File: config.mk
export PLATFORM = sky130hd
export DESIGN_NAME = nihilist_stream_cipher
export DESIGN_NICKNAME = d
export VERILOG_FILES = /design/src/rtl/nihilist_pkg.sv /design/src/rtl/nihilist_stream_cipher_lookup.sv /design/src/rtl/nihilist_stream_cipher.sv
export SDC_FILE = /design/constraint.sdc
export NUM_CORES = 1
export LEC_CHECK = 0
export CORE_MARGIN = 5
export CORE_UTILIZATION = 65
export CTS_CLUSTER_DIAMETER = 80
export DETAILED_ROUTE_END_ITERATION = 8
export GPL_ROUTABILITY_DRIVEN = 0
export HOLD_SLACK_MARGIN = 0.05
export PLACE_DENSITY = 0.89
export SETUP_SLACK_MARGIN = 0.3
export SLEW_MARGIN = 20
export SYNTH_ARGS = -nofsm -noshare
export SYNTH_HDL_FRONTEND = slang
export SYNTH_HIERARCHICAL = 1
export SYNTH_SLANG_ARGS = --single-unit
File: constraint.sdc
create_clock -name clk -period 8.1 [get_ports clk]
set_input_delay 1.215 -clock clk [delete_from_list [all_inputs] [get_ports clk]]
set_output_delay 1.215 -clock clk [all_outputs]
set_load 0.01 [all_outputs]
File: src/rtl/nihilist_pkg.sv
// Shared types, Polybius square and char/code helpers for the Nihilist cipher.
package nihilist_pkg;

  typedef logic [6:0] code_t;

  localparam int unsigned SQ_N         = 5;
  localparam code_t       CODE_INVALID = 7'd0;
  localparam code_t       CODE_R       = 7'd11;
  localparam int unsigned DEF_KEY_LEN  = 7;

  // Rows RAESB / CDFGH / IKLMN / OPQTU / VWXYZ; code = 10*row + col, both 1-based.
  localparam logic [7:0] SQUARE [SQ_N][SQ_N] = '{
    '{8'h52, 8'h41, 8'h45, 8'h53, 8'h42},
    '{8'h43, 8'h44, 8'h46, 8'h47, 8'h48},
    '{8'h49, 8'h4B, 8'h4C, 8'h4D, 8'h4E},
    '{8'h4F, 8'h50, 8'h51, 8'h54, 8'h55},
    '{8'h56, 8'h57, 8'h58, 8'h59, 8'h5A}
  };

  // 'J' folds onto 'I'; anything outside the square maps to CODE_INVALID.
  function automatic code_t char2code(input logic [7:0] ch);
    logic [7:0] c;
    code_t      res;
    c   = (ch == 8'h4A) ? 8'h49 : ch;
    res = CODE_INVALID;
    for (int r = 0; r < SQ_N; r++) begin
      for (int col = 0; col < SQ_N; col++) begin
        if (SQUARE[r][col] == c) res = 7'(10 * (r + 1) + col + 1);
      end
    end
    return res;
  endfunction

  // Equality ladder against the 25 legal codes; returns 8'h00 for any other code.
  function automatic logic [7:0] code2char(input code_t code);
    logic [7:0] res;
    res = 8'h00;
    for (int r = 0; r < SQ_N; r++) begin
      for (int col = 0; col < SQ_N; col++) begin
        if (code == 7'(10 * (r + 1) + col + 1)) res = SQUARE[r][col];
      end
    end
    return res;
  endfunction

  // Reset key "NEDELCU"; unused slots hold 'R'.
  function automatic code_t default_key_code(input int unsigned idx);
    code_t res;
    case (idx)
      0:       res = 7'd35;
      1:       res = 7'd13;
      2:       res = 7'd22;
      3:       res = 7'd13;
      4:       res = 7'd33;
      5:       res = 7'd21;
      6:       res = 7'd45;
      default: res = CODE_R;
    endcase
    return res;
  endfunction

endpackage

File: src/rtl/nihilist_stream_cipher_lookup.sv
// Combinational Polybius lookup in both directions.
//  char_i -> code_o / code_valid_o ; code_i -> char_o / char_valid_o
module polybius_lookup
  import nihilist_pkg::*;
(
  input  logic [7:0] char_i,
  output code_t      code_o,
  output logic       code_valid_o,
  input  code_t      code_i,
  output logic [7:0] char_o,
  output logic       char_valid_o
);

  assign code_o       = char2code(char_i);
  assign code_valid_o = (code_o != CODE_INVALID);
  assign char_o       = code2char(code_i);
  assign char_valid_o = (char_o != 8'h00);

endmodule

File: src/rtl/nihilist_stream_cipher.sv
// Two-stage streaming Nihilist cipher (encrypt/decrypt) with programmable key.
//  clk/rst                       : clock, synchronous active-high reset
//  key_we/key_addr/key_char/key_len : key slot write, ignored while key_busy
//  mode                          : 0 encrypt, 1 decrypt, latched on first beat
//  s_valid/s_ready/s_data/s_last : input beat stream
//  m_valid/m_ready/m_data/m_last/m_err : output beat stream
module nihilist_stream_cipher
  import nihilist_pkg::*;
#(
  parameter int unsigned KEY_MAX = 16
) (
  input  logic                         clk,
  input  logic                         rst,
  input  logic                         key_we,
  input  logic [$clog2(KEY_MAX)-1:0]   key_addr,
  input  logic [7:0]                   key_char,
  input  logic [$clog2(KEY_MAX+1)-1:0] key_len,
  output logic                         key_busy,
  input  logic                         mode,
  input  logic                         s_valid,
  output logic                         s_ready,
  input  logic [7:0]                   s_data,
  input  logic                         s_last,
  output logic                         m_valid,
  input  logic                         m_ready,
  output logic [7:0]                   m_data,
  output logic                         m_last,
  output logic                         m_err
);

  localparam int unsigned KA_W  = $clog2(KEY_MAX);
  localparam int unsigned KA1_W = KA_W + 1;
  localparam int unsigned KL_W  = $clog2(KEY_MAX + 1);

  typedef enum logic {ST_IDLE, ST_ACTIVE} state_e;

  state_e            state_q, state_d;
  logic              mode_q, mode_d;
  logic [KL_W-1:0]   k_q, k_d, key_len_q, key_len_d, k_inc;
  code_t             key_ram_q [KEY_MAX];
  code_t             key_ram_d [KEY_MAX];

  logic              s1_valid_q, s1_valid_d, s1_last_q, s1_last_d;
  logic              s1_mode_q, s1_mode_d, s1_err_q, s1_err_d;
  logic [7:0]        s1_val_q, s1_val_d;
  code_t             s1_key_q, s1_key_d;

  logic              m_valid_q, m_valid_d, m_last_q, m_last_d, m_err_q, m_err_d;
  logic [7:0]        m_data_q, m_data_d;

  logic              advance, accept, eff_mode;
  code_t             dp_code, kw_code, dec_code;
  logic              dp_code_ok, kw_code_ok, dp_char_ok;
  logic [7:0]        dp_char, enc_sum, dec_diff, res_data;
  logic              dec_under, res_err;
  logic [7:0]        key_lkp_unused_char;
  logic              key_lkp_unused_ok;

  // Data path: char->code before S1, code->char after S1 (decrypt result).
  polybius_lookup u_dp_lookup (
    .char_i       (s_data),
    .code_o       (dp_code),
    .code_valid_o (dp_code_ok),
    .code_i       (dec_code),
    .char_o       (dp_char),
    .char_valid_o (dp_char_ok)
  );

  // Key write conversion; only the char->code direction is needed.
  polybius_lookup u_key_lookup (
    .char_i       (key_char),
    .code_o       (kw_code),
    .code_valid_o (kw_code_ok),
    .code_i       (CODE_INVALID),
    .char_o       (key_lkp_unused_char),
    .char_valid_o (key_lkp_unused_ok)
  );

  assign advance  = !(m_valid_q && !m_ready);
  assign s_ready  = advance;
  assign accept   = s_valid && advance;
  assign key_busy = (state_q == ST_ACTIVE) || s1_valid_q || m_valid_q;
  // The first beat of a message uses the live mode pin; later beats the latched one.
  assign eff_mode = (state_q == ST_IDLE) ? mode : mode_q;
  assign k_inc    = k_q + KL_W'(1);

  // S2 arithmetic; decrypt codes above 55 can never be legal.
  assign enc_sum   = s1_val_q + 8'(s1_key_q);
  assign dec_diff  = s1_val_q - 8'(s1_key_q);
  assign dec_under = s1_val_q < 8'(s1_key_q);
  assign dec_code  = (dec_diff <= 8'd55) ? 7'(dec_diff) : CODE_INVALID;
  assign res_err   = s1_mode_q ? (dec_under || !dp_char_ok) : s1_err_q;
  assign res_data  = res_err ? 8'h00 : (s1_mode_q ? dp_char : enc_sum);

  // Message FSM, key index, key writes and pipeline advance.
  always_comb begin
    state_d    = state_q;
    mode_d     = mode_q;
    k_d        = k_q;
    key_len_d  = key_len_q;
    key_ram_d  = key_ram_q;
    s1_valid_d = s1_valid_q;
    s1_last_d  = s1_last_q;
    s1_mode_d  = s1_mode_q;
    s1_err_d   = s1_err_q;
    s1_val_d   = s1_val_q;
    s1_key_d   = s1_key_q;
    m_valid_d  = m_valid_q;
    m_last_d   = m_last_q;
    m_err_d    = m_err_q;
    m_data_d   = m_data_q;

    if (accept) begin
      if (state_q == ST_IDLE) mode_d = mode;
      if (s_last) begin
        state_d = ST_IDLE;
        k_d     = '0;
      end else begin
        state_d = ST_ACTIVE;
        k_d     = (k_inc >= key_len_q) ? '0 : k_inc;
      end
    end

    if (key_we && !key_busy && ({1'b0, key_addr} < KA1_W'(KEY_MAX))) begin
      key_ram_d[key_addr] = kw_code_ok ? kw_code : CODE_R;
      if (key_len == '0)                  key_len_d = KL_W'(1);
      else if (key_len > KL_W'(KEY_MAX))  key_len_d = KL_W'(KEY_MAX);
      else                                key_len_d = key_len;
    end

    if (advance) begin
      s1_valid_d = accept;
      s1_last_d  = s_last;
      s1_mode_d  = eff_mode;
      s1_key_d   = key_ram_q[KA_W'(k_q)];
      s1_val_d   = eff_mode ? s_data : {1'b0, dp_code};
      s1_err_d   = !eff_mode && !dp_code_ok;
      m_valid_d  = s1_valid_q;
      m_last_d   = s1_valid_q && s1_last_q;
      m_err_d    = s1_valid_q && res_err;
      m_data_d   = s1_valid_q ? res_data : 8'h00;
    end
  end

  always_ff @(posedge clk) begin
    if (rst) begin
      state_q    <= ST_IDLE;
      mode_q     <= 1'b0;
      k_q        <= '0;
      key_len_q  <= KL_W'(DEF_KEY_LEN);
      for (int unsigned i = 0; i < KEY_MAX; i++) key_ram_q[i] <= default_key_code(i);
      s1_valid_q <= 1'b0;
      s1_last_q  <= 1'b0;
      s1_mode_q  <= 1'b0;
      s1_err_q   <= 1'b0;
      s1_val_q   <= 8'h00;
      s1_key_q   <= CODE_INVALID;
      m_valid_q  <= 1'b0;
      m_last_q   <= 1'b0;
      m_err_q    <= 1'b0;
      m_data_q   <= 8'h00;
    end else begin
      state_q    <= state_d;
      mode_q     <= mode_d;
      k_q        <= k_d;
      key_len_q  <= key_len_d;
      key_ram_q  <= key_ram_d;
      s1_valid_q <= s1_valid_d;
      s1_last_q  <= s1_last_d;
      s1_mode_q  <= s1_mode_d;
      s1_err_q   <= s1_err_d;
      s1_val_q   <= s1_val_d;
      s1_key_q   <= s1_key_d;
      m_valid_q  <= m_valid_d;
      m_last_q   <= m_last_d;
      m_err_q    <= m_err_d;
      m_data_q   <= m_data_d;
    end
  end

  assign m_valid = m_valid_q;
  assign m_data  = m_data_q;
  assign m_last  = m_last_q;
  assign m_err   = m_err_q;

endmodule

* Word-level counts from Yosys, hierarchy flattened
Cells that the tools add are included.
** Word-level totals
- Bits in registers :: 154
- Input port bits :: 32
- Output and inout port bits :: 13
- Word-level logic and storage cells :: 235
** Cells by class
- Add/subtract/negate cells :: 3
- Order comparisons :: 7
- Equality and inequality tests :: 77
- Mux-type cells :: 96
- Bitwise logic cells :: 2
- Reduce and logical (&&, ||, !) cells :: 20
** Operators with widths (number)
- $eq A7 B8 Y1 const A :: 50
- $mux W7 :: 30
- $mux W6 :: 28
- $bwmux W112 :: 1
- $eq A7 B6 Y1 const B :: 14
- $mux W5 :: 16
- $mux W8 :: 6
- $eq A7 B5 Y1 const B :: 6
- $mux W4 :: 10
- $eq A7 B4 Y1 const B :: 5
- $bmux W7 S4 :: 1
- $demux W7 S4 :: 1
- $eq A8 B7 Y1 const B :: 2
- $reduce_bool A7 Y1 :: 2
- $ge A5 B5 Y1 const B :: 2
- $not A4 Y5 :: 2
- $add A8 B7 Y8 :: 1
- $le A8 B6 Y1 const B :: 1
- $lt A8 B7 Y1 :: 1
- $reduce_bool A8 Y1 :: 1
- $sub A8 B7 Y8 :: 1
- $logic_and A1 B1 Y1 :: 7
- $logic_not A1 Y1 :: 6
- $add A5 B1 Y5 const B :: 1
- 6 further kinds :: 10

* Longest topological paths before layout
- Depth in word-level cells :: 35
- Mapped depth :: 23
- Depth with buffers taken out :: 20

* By module
Netlist, hierarchy kept.
** Modules (own cells, without submodules)
- nihilist_stream_cipher :: instances 1, cells an instance 841, area each 7392.1 µm², seq. area each 3083.0 µm²
- polybius_lookup :: instances 2, cells an instance 159, area each 1001.0 µm², seq. area each 0.0 µm²

* Worst setup path after synthesis
OpenSTA, ideal clock, no wires.
- Kind :: register to register
- From :: reg s1_val_q[0]
- To :: reg m_data_q[6] (netlist: m_data[6])
- Setup time :: 0.128 ns
- Arrival time :: 3.993 ns
- Required time :: 7.972 ns
- Slack :: 3.979 ns
- Cell stages (with the launch flop) :: 23
- Buffers on the path :: 2
- Period minus slack after synthesis :: 4.121 ns
- Path through :: dfxtp_1 inv_1 ha_1 inv_1 fa_1 a211oi_1 o21bai_1 a21oi_1 xor2_1 nand3b_1 nor3_1 buf_4 nor4b_1 a31o_1 a221oi_1 o221ai_1 o311ai_0 o21ai_0 o211a_1 and3_1 clkbuf_1 a32oi_1 nor2_1
** Between the ends
- Cells in the longest elaborated chain, start to end :: 35
** RTL lines
- from (decl) :: RTL line nihilist_stream_cipher.sv:45 : logic [7:0] s1_val_q, s1_val_d;
- from (signal assigned) :: RTL line nihilist_stream_cipher.sv:172 : s1_val_q <= s1_val_d;
- $sub A8 B7 Y8 (*) :: RTL line nihilist_stream_cipher.sv:89 : assign dec_diff = s1_val_q - 8'(s1_key_q);
- $le A8 B6 Y1 :: RTL line nihilist_stream_cipher.sv:91 : assign dec_code = (dec_diff <= 8'd55) ? 7'(dec_diff) : CODE_INVALID;
- $mux W7 (*) :: RTL line nihilist_stream_cipher.sv:91
- net dec_code[2] :: RTL line nihilist_stream_cipher.sv:52 : code_t dp_code, kw_code, dec_code;
- $eq A7 B4 Y1 :: RTL line nihilist_pkg.sv:40 : if (code == 7'(10 * (r + 1) + col + 1)) res = SQUARE[r][col];
- $mux W7 (24 in series) :: RTL line nihilist_pkg.sv:40
- $mux W7 (*) :: RTL line nihilist_pkg.sv:40
- $reduce_bool A8 Y1 (*) :: RTL line nihilist_stream_cipher_lookup.sv:17 : assign char_valid_o = (char_o != 8'h00);
- net dp_char_ok :: RTL line nihilist_stream_cipher.sv:53 : logic dp_code_ok, kw_code_ok, dp_char_ok;
- $logic_not A1 Y1 (*) :: RTL line nihilist_stream_cipher.sv:92 : assign res_err = s1_mode_q ? (dec_under || !dp_char_ok) : s1_err_q;
- $logic_or A1 B1 Y1 (*) :: RTL line nihilist_stream_cipher.sv:92
- $mux W1 (*) :: RTL line nihilist_stream_cipher.sv:92
- $mux W8 (*) :: RTL line nihilist_stream_cipher.sv:93 : assign res_data = res_err ? 8'h00 : (s1_mode_q ? dp_char : enc_sum);
- $mux W8 (*) :: RTL line nihilist_stream_cipher.sv:141 : m_data_d = s1_valid_q ? res_data : 8'h00;
- to (signal assigned) :: RTL line nihilist_stream_cipher.sv:177 : m_data_q <= m_data_d;
- to (decl) :: RTL line nihilist_stream_cipher.sv:49 : logic [7:0] m_data_q, m_data_d;
Mark *: on every way through the listed nets, which the timed path passes. The rest lies on a longest branch.
A chain may end at the register's enable or synchronous reset.

* Worst setup path after layout
- From :: reg s1_key_q[0]
- To :: reg m_data_q[6] (netlist: m_data[6])
** Between the ends
- Cells in the longest elaborated chain, start to end :: 35
** RTL lines
- from (decl) :: RTL line nihilist_stream_cipher.sv:46 : code_t s1_key_q, s1_key_d;
- from (signal assigned) :: RTL line nihilist_stream_cipher.sv:173 : s1_key_q <= s1_key_d;
- $sub A8 B7 Y8 (*) :: RTL line nihilist_stream_cipher.sv:89
- $le A8 B6 Y1 :: RTL line nihilist_stream_cipher.sv:91
- $mux W7 (*) :: RTL line nihilist_stream_cipher.sv:91
- net dec_code[1] :: RTL line nihilist_stream_cipher.sv:52
- $eq A7 B4 Y1 :: RTL line nihilist_pkg.sv:40
- $mux W7 (24 in series) :: RTL line nihilist_pkg.sv:40
- $mux W7 (*) :: RTL line nihilist_pkg.sv:40
- $reduce_bool A8 Y1 (*) :: RTL line nihilist_stream_cipher_lookup.sv:17
- net dp_char_ok :: RTL line nihilist_stream_cipher.sv:53
- $logic_not A1 Y1 (*) :: RTL line nihilist_stream_cipher.sv:92
- $logic_or A1 B1 Y1 (*) :: RTL line nihilist_stream_cipher.sv:92
- $mux W1 (*) :: RTL line nihilist_stream_cipher.sv:92
- $mux W8 (*) :: RTL line nihilist_stream_cipher.sv:93
- $mux W8 (*) :: RTL line nihilist_stream_cipher.sv:141
Marks and branches as above.

==> impl_metrics.csv <==
group,metric,value,unit
floorplanning,fp.coreArea,0.0132,mm²
cts,cts.clk_slew.worst_paths,0.06,ns
floorplanning,die-width,126,µm
floorplanning,io_pins,45,
cts,numCtsBuffers,17,
cts,post-cts-setup-buffers,0,
final_layout,drive_gt1_share,9.36,%
final_layout,finish.utilization,72.9,%
hold_path,hp-class,"flip-flop to flip-flop",
run_status,outcome,"completed",
power_and_ir_drop,pwr-share-clk,40.9,%
placement,post-place-ws,3.29,ns
sta,final_hold_viol_count,0,
final_layout,final_cell_mix,"nor2_1 (225), dfxtp_1 (152), a21oi_1 (104), nand2_1 (67), a211o_1 (52)",
cts,cts_tree,"built",
global_route,grt_pass1_vias,7031,
floorplanning,start_util,66.0,%
sta,finalCritPeriodShare,60.3,%
final_layout,layout.cells.non_filler,1223,
detailed_routing,dr_wl_met3,1310,µm
setup_path,cp-start-kind,"flip-flop",
setup_path,setup.worst_path.end_class,"flip-flop",
power_and_ir_drop,ir_drop,0.194,mV
sta,worst_slew_pin_slew,1.03,ns
setup_path,criticalPathCategory,"flip-flop to flip-flop",
setup_path,cp_slowest_cell,"nor3b_2",
power_and_ir_drop,leakagePower,3.51,nW
detailed_routing,vias,7740,
cts,clock_tree.buffer_depth,2,
sta,max_freq,205,MHz
floorplanning,dieArea,0.0158,mm²
setup_path,crit_fanout,19,
setup_path,cp_common_cell,"o21ai_0",
synth,yosys_warnings,6,
power_and_ir_drop,power.internal,1.32,mW
placement,io_buffers,44,
cts,htreeDepth,4,
power_and_ir_drop,pwr-share-seq,43.2,%
cts,ctsResizeCount,0,
detailed_routing,detail_route.iter0.violations,922,
detailed_routing,top_layer,"met4",
power_and_ir_drop,power_switching,507,µW
global_route,overflow,0,
sta,relSlewSlack,30.7,%
cts,clock-sinks,154,
final_layout,nets,1090,
job,drv_cap,0,
detailed_routing,wirelength,20900,µm
placement,place_hpwl,13800,µm
cts,worst_skew_pair.late_latency,0.42,ns
detailed_routing,antenna_left,0,
synth,synth.cell_area,0.00870,mm²
cts,cts_hold_buf,0,
detailed_routing,wirelength_met1,8540,µm
sta,min_period,4.88,ns
global_route,grt_util_all_layers,26.1,%
final_layout,layout_commonest_cell,"nor2_1",
setup_path,required,8.37,ns
power_and_ir_drop,p_comb_share,15.9,%
setup_path,worst_ep_arrival_time,5.15,ns
sta,rsz0062_at_grt,"false",
detailed_routing,firstDrtPassIters,5,
setup_path,cpPeakStageDelay,0.91,ns
placement,place_inst,1192,
power_and_ir_drop,swShare,27.7,%
floorplanning,fp.dieH,126,µm
setup_path,path_cells,"ha_1, inv_1, fa_1, a211oi_1, o21bai_1, a21oi_1, xor2_1, nand3b_1, nor3b_2, o21ai_0, a221oi_1, o221ai_1, o311ai_0, o21ai_0, o211a_1, and3_1, a32oi_1, nor2_1",
final_layout,area_growth,10.4,%
global_route,grt_max_degree,83,
floorplanning,rows,42,
power_and_ir_drop,p_per_area,190,mW/mm²
cts,cts_root_buffer,"clkbuf_16",
detailed_routing,wl_met2,10500,µm
synth,avgSynthCellArea,8.25,µm²
sta,setup_ws,3.22,ns
sta,fin_tns_setup,0,ns
global_route,grt_pass1_wl,34000,µm
sta,clock_skew,0.00809,ns
global_route,antenna_found_initial,0,
final_layout,antennaDiodeCount,0,
sta,finalSetupViolations,0,
detailed_routing,wire_per_inst,17.1,µm
synth,syn-instance-count,1055,
sta,slew_violations,0,
detailed_routing,drc,0,
detailed_routing,via_per_inst,6.33,
through the flow:
step	hold WS, ns	power [mW]	area, µm²
after global placement	0.437	1.09	9040
after detailed placement	0.444	1.09	9050
after global routing	0.470	1.91	9610
final	0.448	1.83	9610
after CTS	0.453	1.83	9610
after floorplan	0.430	1.02	8720
per-layer routing:
| metal | vias up | track usage, % |
|---|---|---|
| met1 | 3723 | 32.9 |
| li1 | 3687 | - |
| met5 | - | 0 |
| met3 | 49 | 5.59 |
| met4 | 0 | 9.06 |
| met2 | 281 | 44.4 |
power groups by stage:
stage	clock, mW	combinational, mW	sequential, mW
after floorplan	0	0.223	0.799
after global placement	0	0.279	0.806
after detailed placement	0	0.284	0.807
after CTS	0.758	0.286	0.790
after global routing	0.796	0.319	0.793
final	0.749	0.290	0.791
final timing paths:
| check | slack, ns | from | to | cells after the start |
|---|---|---|---|---|
| max | 3.22 | s1_key_q[0] | m_data[6] | 18 |
| max reg2reg | 3.22 | s1_key_q[0] | m_data[6] | 18 |
| min reg2reg | 0.45 | m_data[5] | m_data[5] | 2 |
| min | 0.45 | m_data[5] | m_data[5] | 2 |
critical path: cells and delay by family (launching register included):
family | cells | cell delay [ns]
AO/OA/AOI/OAI | 10 | 2.03
adder cells (fa/ha/maj) | 2 | 0.59
flip-flops | 1 | 0.39
XOR/XNOR | 1 | 0.17
buffers and inverters | 1 | 0.05
AND/OR/NAND/NOR | 4 | 1.50
flip-flops by register name, indices dropped and copies added, names as in the netlist, 5 cells and up:
signal,flops
s1_key_q,7
s1_val_q,8
k_q,5
key_len_q,5
m_data,8
key_ram_q,112
layout make-up:
cell class / count / area, µm²
flip-flops and latches: 154 / 3090
inverters: 30 / 113
fillers: 960 / 3580
well taps: 176 / 220
multi-input cells: 778 / 5120
repair buffers: 54 / 513
clock inverters: 12 / 116
clock buffers: 19 / 443
No activity file was read; power rests on OpenSTA's default activity.
